## config.mk

```make
export PLATFORM = sky130hd
export DESIGN_NAME = video_driver
export DESIGN_NICKNAME = d
export VERILOG_FILES = /design/src/rtl/video_driver.sv
export SDC_FILE = /design/constraint.sdc
export NUM_CORES = 1
export LEC_CHECK = 0
export BUFFER_PORTS_ARGS = -buffer_cell sky130_fd_sc_hd__buf_2
export CAP_MARGIN = 10
export CORE_MARGIN = 2
export CORE_UTILIZATION = 50
export CTS_CLUSTER_SIZE = 30
export DETAILED_ROUTE_END_ITERATION = 7
export GPL_TIMING_DRIVEN = 0
export PLACE_DENSITY = 0.76
export SYNTH_ARGS = -nofsm -noshare
export SYNTH_HDL_FRONTEND = slang
export SYNTH_SLANG_ARGS = --single-unit
```

## constraint.sdc

```tcl
create_clock -name pixel_clk -period 5.75 [get_ports pixel_clk]
set_input_delay 0.2875 -clock pixel_clk [delete_from_list [all_inputs] [get_ports pixel_clk]]
set_output_delay 0.2875 -clock pixel_clk [all_outputs]
set_load 0.05 [all_outputs]
```

## src/rtl/video_driver.sv

```systemverilog
// video_driver: raster timing generator and pixel sink feeding the TMDS encoder.
// Optional macro VIDEO_DRIVER_BORDER_EN forces a white ring on the outermost active pixels.
module video_driver #(
  parameter logic [10:0] H_SYNC   = 11'd40,
  parameter logic [10:0] H_BACK   = 11'd220,
  parameter logic [10:0] H_DISP   = 11'd1280,
  parameter logic [10:0] H_FRONT  = 11'd110,
  parameter logic [10:0] V_SYNC   = 11'd5,
  parameter logic [10:0] V_BACK   = 11'd20,
  parameter logic [10:0] V_DISP   = 11'd720,
  parameter logic [10:0] V_FRONT  = 11'd5,
  parameter logic        SYNC_POL = 1'b1
) (
  input  logic        pixel_clk,
  input  logic        sys_rst,
  input  logic [23:0] pixel_data,
  output logic [10:0] pixel_xpos,
  output logic [10:0] pixel_ypos,
  output logic        video_hs,
  output logic        video_vs,
  output logic        video_de,
  output logic [23:0] video_rgb
);

  localparam logic [10:0] H_TOTAL   = H_SYNC + H_BACK + H_DISP + H_FRONT;
  localparam logic [10:0] V_TOTAL   = V_SYNC + V_BACK + V_DISP + V_FRONT;
  localparam logic [10:0] HA        = H_SYNC + H_BACK;
  localparam logic [10:0] VA        = V_SYNC + V_BACK;
  localparam logic [10:0] H_END     = HA + H_DISP;
  localparam logic [10:0] V_END     = VA + V_DISP;
  localparam logic [10:0] H_REQ     = HA - 11'd1;
  localparam logic [10:0] H_REQ_END = H_END - 11'd1;

  logic [10:0] h_cnt;
  logic [10:0] v_cnt;
  logic        hs_c;
  logic        vs_c;
  logic        v_act;
  logic        de_c;
  logic        req_c;
  logic [23:0] rgb_p0;

  // Stage p0: raster counters; v_cnt advances on the h_cnt wrap
  always_ff @(posedge pixel_clk or posedge sys_rst) begin
    if (sys_rst) begin
      h_cnt <= '0;
      v_cnt <= '0;
    end else if (h_cnt == H_TOTAL - 11'd1) begin
      h_cnt <= '0;
      v_cnt <= (v_cnt == V_TOTAL - 11'd1) ? 11'd0 : v_cnt + 11'd1;
    end else begin
      h_cnt <= h_cnt + 11'd1;
    end
  end

  assign hs_c  = h_cnt < H_SYNC;
  assign vs_c  = v_cnt < V_SYNC;
  assign v_act = (v_cnt >= VA) && (v_cnt < V_END);
  assign de_c  = v_act && (h_cnt >= HA) && (h_cnt < H_END);
  // Request window leads de by one cycle to cover the generator's register
  assign req_c = v_act && (h_cnt >= H_REQ) && (h_cnt < H_REQ_END);

  assign pixel_xpos = req_c ? h_cnt - H_REQ : 11'd0;
  assign pixel_ypos = req_c ? v_cnt - VA : 11'd0;

`ifdef VIDEO_DRIVER_BORDER_EN
  logic [10:0] x_p1;
  logic [10:0] y_p1;

  function automatic logic on_ring(input logic [10:0] x, input logic [10:0] y);
    return (x == 11'd0) || (x == H_DISP - 11'd1) || (y == 11'd0) || (y == V_DISP - 11'd1);
  endfunction

  // Stage p1: coordinates travel with the returned pixel_data
  always_ff @(posedge pixel_clk or posedge sys_rst) begin
    if (sys_rst) begin
      x_p1 <= '0;
      y_p1 <= '0;
    end else begin
      x_p1 <= pixel_xpos;
      y_p1 <= pixel_ypos;
    end
  end

  assign rgb_p0 = on_ring(x_p1, y_p1) ? 24'hFFFFFF : pixel_data;
`else
  assign rgb_p0 = pixel_data;
`endif

  // Stage p1: registered video outputs to the encoder
  always_ff @(posedge pixel_clk or posedge sys_rst) begin
    if (sys_rst) begin
      video_hs  <= ~SYNC_POL;
      video_vs  <= ~SYNC_POL;
      video_de  <= 1'b0;
      video_rgb <= '0;
    end else begin
      video_hs  <= hs_c ? SYNC_POL : ~SYNC_POL;
      video_vs  <= vs_c ? SYNC_POL : ~SYNC_POL;
      video_de  <= de_c;
      video_rgb <= de_c ? rgb_p0 : 24'd0;
    end
  end

endmodule

```

== Yosys cells after proc, flatten, opt, wreduce, memory -nomap -nowiden ==
Cells that the tools add are included.

* Bits in registers: 49
* Bits in latches: 0
* Memory bits (writable): 0
* Memory bits (read-only): 0
* Input bits: 26
* Output and inout port bits: 49
* Logic and storage cells: 32
* Memories kept: 0

* $add $sub $neg: 4
* Multipliers: 0
* Divide/modulo/power cells: 0
* $lt $le $gt $ge: 8
* Equal/unequal tests: 2
* Shifts and indexed selects: 0
* Multiplexer cells: 7
* Bitwise logic cells: 0
* Reductions and logical operators: 5

{| class="wikitable"
|+ Operators with widths
! operator !! number
|-
| 11-bit two-way mux || 4
|-
| 24-bit two-way mux || 1
|-
| 11-bit by 1-bit adder with 11-bit output, second input constant || 2
|-
| 11-bit by 9-bit greater-or-equal comparator with 1-bit output, second input constant || 2
|-
| 11-bit less-than comparator, second input constant || 2
|-
| 11-bit by 10-bit equality test with 1-bit output, second input constant || 1
|-
| 11-bit equality test, second input constant || 1
|-
| 11-bit by 5-bit greater-or-equal comparator with 1-bit output, second input constant || 1
|-
| 11-bit by 10-bit less-than comparator with 1-bit output, second input constant || 1
|-
| 11-bit by 3-bit less-than comparator with 1-bit output, second input constant || 1
|-
| 11-bit by 6-bit less-than comparator with 1-bit output, second input constant || 1
|-
| 11-bit by 5-bit subtractor with 11-bit output, second input constant || 1
|-
| 11-bit by 9-bit subtractor with 11-bit output, second input constant || 1
|-
| 1-bit logical AND || 5
|-
| 1-bit two-way mux || 2
|}

== Longest topological paths before layout ==
* Depth in word-level cells: 5
* Gate-level depth with buffers: 7
* Gate-level depth less buffers: 6

== Worst setup path after synthesis ==
OpenSTA, ideal clock, no wires.

* Kind: flip-flop to output port
* Start point: register h_cnt[4]
* End point: output pixel_xpos[10]
* Arrival time: 2.758 ns
* Required time: 5.463 ns
* Setup slack: 2.704 ns
* Stages on the path, launching flop included: 8
* Buffers on the path: 3
* Cell sequence: dfrtp_1 buf_6 or4_1 buf_2 o311ai_4 o31ai_4 buf_6 nor3_1

* Word-level cells in the longest chain between the ends: 4
* Elaborated cells on any way between the ends: 6
* Classes of those cells: 1 x add/sub; 2 x order compare; 1 x mux; 2 x reduce/logical

{| class="wikitable"
|+ RTL lines
! element !! line !! RTL
|-
| start: declaration || 34 || <nowiki>logic [10:0] h_cnt;</nowiki>
|-
| start signal: assignment || 52 || <nowiki>h_cnt <= h_cnt + 11'd1;</nowiki>
|-
| 11-bit by 9-bit greater-or-equal comparator with 1-bit output || 61 || <nowiki>assign req_c = v_act && (h_cnt >= H_REQ) && (h_cnt < H_REQ_END);</nowiki>
|-
| 1-bit logical AND (2 in a row) || 61 ||
|-
| 11-bit two-way mux (*) || 63 || <nowiki>assign pixel_xpos = req_c ? h_cnt - H_REQ : 11'd0;</nowiki>
|-
| end: declaration || 17 || <nowiki>output logic [10:0] pixel_xpos,</nowiki>
|}

Every way passes the cells marked *; elsewhere a longest branch is shown, timed or not.

== Final worst setup path ==
* Start point: register h_cnt[5]
* End point: output pixel_ypos[3]

* Word-level cells in the longest chain between the ends: 4
* Elaborated cells on any way between the ends: 5
* Classes of those cells: 2 x order compare; 1 x mux; 2 x reduce/logical

{| class="wikitable"
|+ RTL lines
! element !! line !! RTL
|-
| 11-bit by 9-bit greater-or-equal comparator with 1-bit output || 61 ||
|-
| 1-bit logical AND || 61 ||
|-
| 1-bit logical AND (*) || 61 ||
|-
| 11-bit two-way mux (*) || 64 || <nowiki>assign pixel_ypos = req_c ? v_cnt - VA : 11'd0;</nowiki>
|-
| end: declaration || 18 || <nowiki>output logic [10:0] pixel_ypos,</nowiki>
|}

Marks and branches as above.

==> metrics <==
CP startpoint kind=flip-flop; CTS max path bufs=2; # fillers=486; Clk network pwr share=0.351; status=complete, no violations; IO Count=75; Worst EP arrival=approximately 2.7 ns; CTS buffer count=5; vias in the first global route=2248; core area=5470 sq um; CP cell instances=clkbuf_1 > or4_1 > buf_2 > o311ai_4 > o31ai_4 > buf_6 > nor3_1 > buf_2; skew final=about 0.01 ns; Syn Area/Cell=approximately 8.9 sq um; CTS Root Cell=clkbuf_8; die width=roughly 79 um; Setup Total Neg Slack=0 ns; IO buf count=74; Clock Latency Late Sink=about 0.31 ns; CTS tree=built; die area=6220 sq um; Hold Violations, Final=0; final worst slack=2.75 ns; max_slew headroom=0.504; Reg clk slew, reported paths=0.09 ns; unrepaired setup endpoints after global routing=false; post-route ant nets=0; Final Setup Violations=0; Distinct cells, synth=between 40 and 50; Crit Path Category=reg2out; Syn Nets=345; maximum VDD drop=between 0.08 and 0.09 mV; Ys Warns=0; Comb power frac=0.037; CP max stage delay=~0.43 ns; Max-cap violations=0; FFs w/ async S/R, synth=1.00; Buf/Inv on CP=4; Rows=27; crit share post-route=0.522; Worst Setup SP=h_cnt[5]$_DFF_PP0_; Worst Path Required=5.46 ns; Worst Max-Slew Pin Slew=0.735 ns; Iteration-0 DRC Markers=147; RD Place Congestion=0.894; final worst path period need=3.00 ns; layout cells sized above 1=0.264; flops & latches, synth=49; initial antenna violation count=0; Nets=about 430; placed cells=roughly 460; Top FF cell, synth=dfrtp_1; slowest CP cell=or4_1; hold slack=0.195 ns; Max Fanout on Critical Path=10; clock sink count=49; gr usage total=0.206; CP most frequent cell=buf_2; synthesized area=~2800 sq um; vias per cell=5.38; # DRC=0; Syn Inst Count=314; Ant. Diodes=0; setup bufs post-CTS=0; 1st-pass router iterations=4; Hold Crit Start=pixel_data[18]; drt wl/cell=about 14 um; largest net degree at the start of global routing=38; Syn-to-layout area delta=20.6%; post-DP HPWL=4700 um; pre-CTS setup slack=3.15 ns; Slew Viols, Final=0; Post-synth EDFFs=0; CP Capture Type=output port; worst reg2reg path startpoint=v_cnt[7]$_DFFE_PP0N_; power share of the sequential group=0.611; critical path's top delay family=buffers and inverters; total number of vias=2529; die height=78.9 um; sw power=126 uW; power per cell area=167 nW/um^2; Sw Ratio=0.223; Tightest Hold Check Type=in2reg; Int Power=437 uW; grt ovf=0; first-pass GRT wire length=10300 um; Starting Density=0.512; Post-CTS Resized=0; Total Wirelength=approximately 6400 um; P_leak=between 1.5 and 2 nW; fin cells=470; # hold bufs at CTS=1; Seq/Total Area, Yosys=0.437; H-Tree Depth=2; achievable frequency=333 MHz
==> flip-flops by register name, indices dropped and copies added, names as in the netlist <==
name       count
v_cnt         11
h_cnt         11
video_vs       1
video_de       1
video_rgb     24
video_hs       1
==> cells in the final DEF, fill, tap and decap left out, types with 2 or more instances in the layout <==
| master | n |
|---|---|
| a21oi_1 | 5 |
| a31oi_1 | 5 |
| and3_1 | 4 |
| and4_1 | 3 |
| buf_1 | 2 |
| buf_2 | 82 |
| buf_6 | 5 |
| clkbuf_1 | 14 |
| clkbuf_8 | 6 |
| clkinv_2 | 2 |
| dfrtp_1 | 49 |
| ha_1 | 5 |
| inv_1 | 30 |
| mux2i_1 | 2 |
| nand2_1 | 11 |
| nand3_1 | 16 |
| nand4_1 | 7 |
| nor2_1 | 21 |
| nor3_1 | 53 |
| nor4_1 | 4 |
| o21ai_0 | 13 |
| or3_1 | 5 |
| or4_1 | 2 |
| xnor2_1 | 18 |
| xor2_1 | 9 |
==> cells in the mapped netlist, types with 4 or more instances <==
cell      number  area share
nand4_1        7       0.016
inv_1         31       0.041
xor2_1         9       0.028
clkbuf_1      14       0.019
nor2_1        21       0.028
nand3_1       16       0.029
nor4_1         4      0.0089
buf_2          8       0.014
a21oi_1        5      0.0089
xnor2_1       18       0.056
buf_6          5       0.020
or3_1          5       0.011
nor3_1        53       0.095
and3_1         4      0.0089
ha_1           5       0.022
dfrtp_1       49        0.44
a31oi_1        5       0.011
o21ai_0       13       0.023
nand2_1       11       0.015
==> routing by layer <==
layer	part of all wire	GRT usage	vias up	wire (um)
li1	-	-	1237	-
met1	0.44	0.274	1161	2840
met2	0.45	0.332	115	2870
met3	0.079	0.0318	16	509
met4	0.029	0.0966	0	184
met5	0	0	-	0
==> tightest hold or removal path, stage by stage <==
cell and delay, ns:
buf_2 0.09, inv_1 0.04, nor3_1 0.04
==> cell families after synthesis <==
logic type,after synthesis,share of synthesized area
flops,49,0.437
simple gates,133,0.244
compound gates,36,0.100
buf+inv,62,0.105
xor+xnor,27,0.0843
fa+ha+maj,5,0.0223
mux,2,0.00714
==> through the flow <==
step	util	total power [mW]	instance area, sq um
final	0.618	0.563	3380
after global routing	0.618	0.587	3380
after CTS	0.618	0.569	3380
after detailed placement	0.600	0.372	3280
after global placement	0.596	0.370	3260
after floorplan	-	0.359	2800
==> power by group through the flow <==
stage,registers (mW),clock network [mW],logic (mW)
final,0.344,0.198,0.0211
after global routing,0.344,0.219,0.0241
after CTS,0.344,0.204,0.0216
after detailed placement,0.351,0,0.0209
after global placement,0.351,0,0.0193
after floorplan,0.351,0,0.00823
==> final timing paths <==
kind	cells past startpoint	slack (ns)	endpoint
min	3	0.20	video_rgb[18]$_DFF_PP0_
max in group asynchronous	4	4.81	h_cnt[7]$_DFF_PP0_
max	8	2.75	pixel_ypos[3]
min in group asynchronous	3	0.47	video_rgb[13]$_DFF_PP0_
min reg2reg	1	0.58	h_cnt[0]$_DFF_PP0_
max reg2reg	6	3.58	video_rgb[21]$_DFF_PP0_
==> final cells by class <==
cell class / instances / area [sq um] / share of cell area
Clock buffer: 5 / 68.8 / 0.0204
Tap cell: 72 / 90.1 / 0.0266
Buffer: 31 / 178 / 0.0526
Clock inverter: 3 / 17.5 / 0.00518
Inverter: 31 / 116 / 0.0344
Multi-Input combinational cell: 203 / 1280 / 0.380
Sequential cell: 49 / 1230 / 0.363
Timing Repair Buffer: 76 / 400 / 0.118
Note: power is estimated with default switching activity, not from simulation.
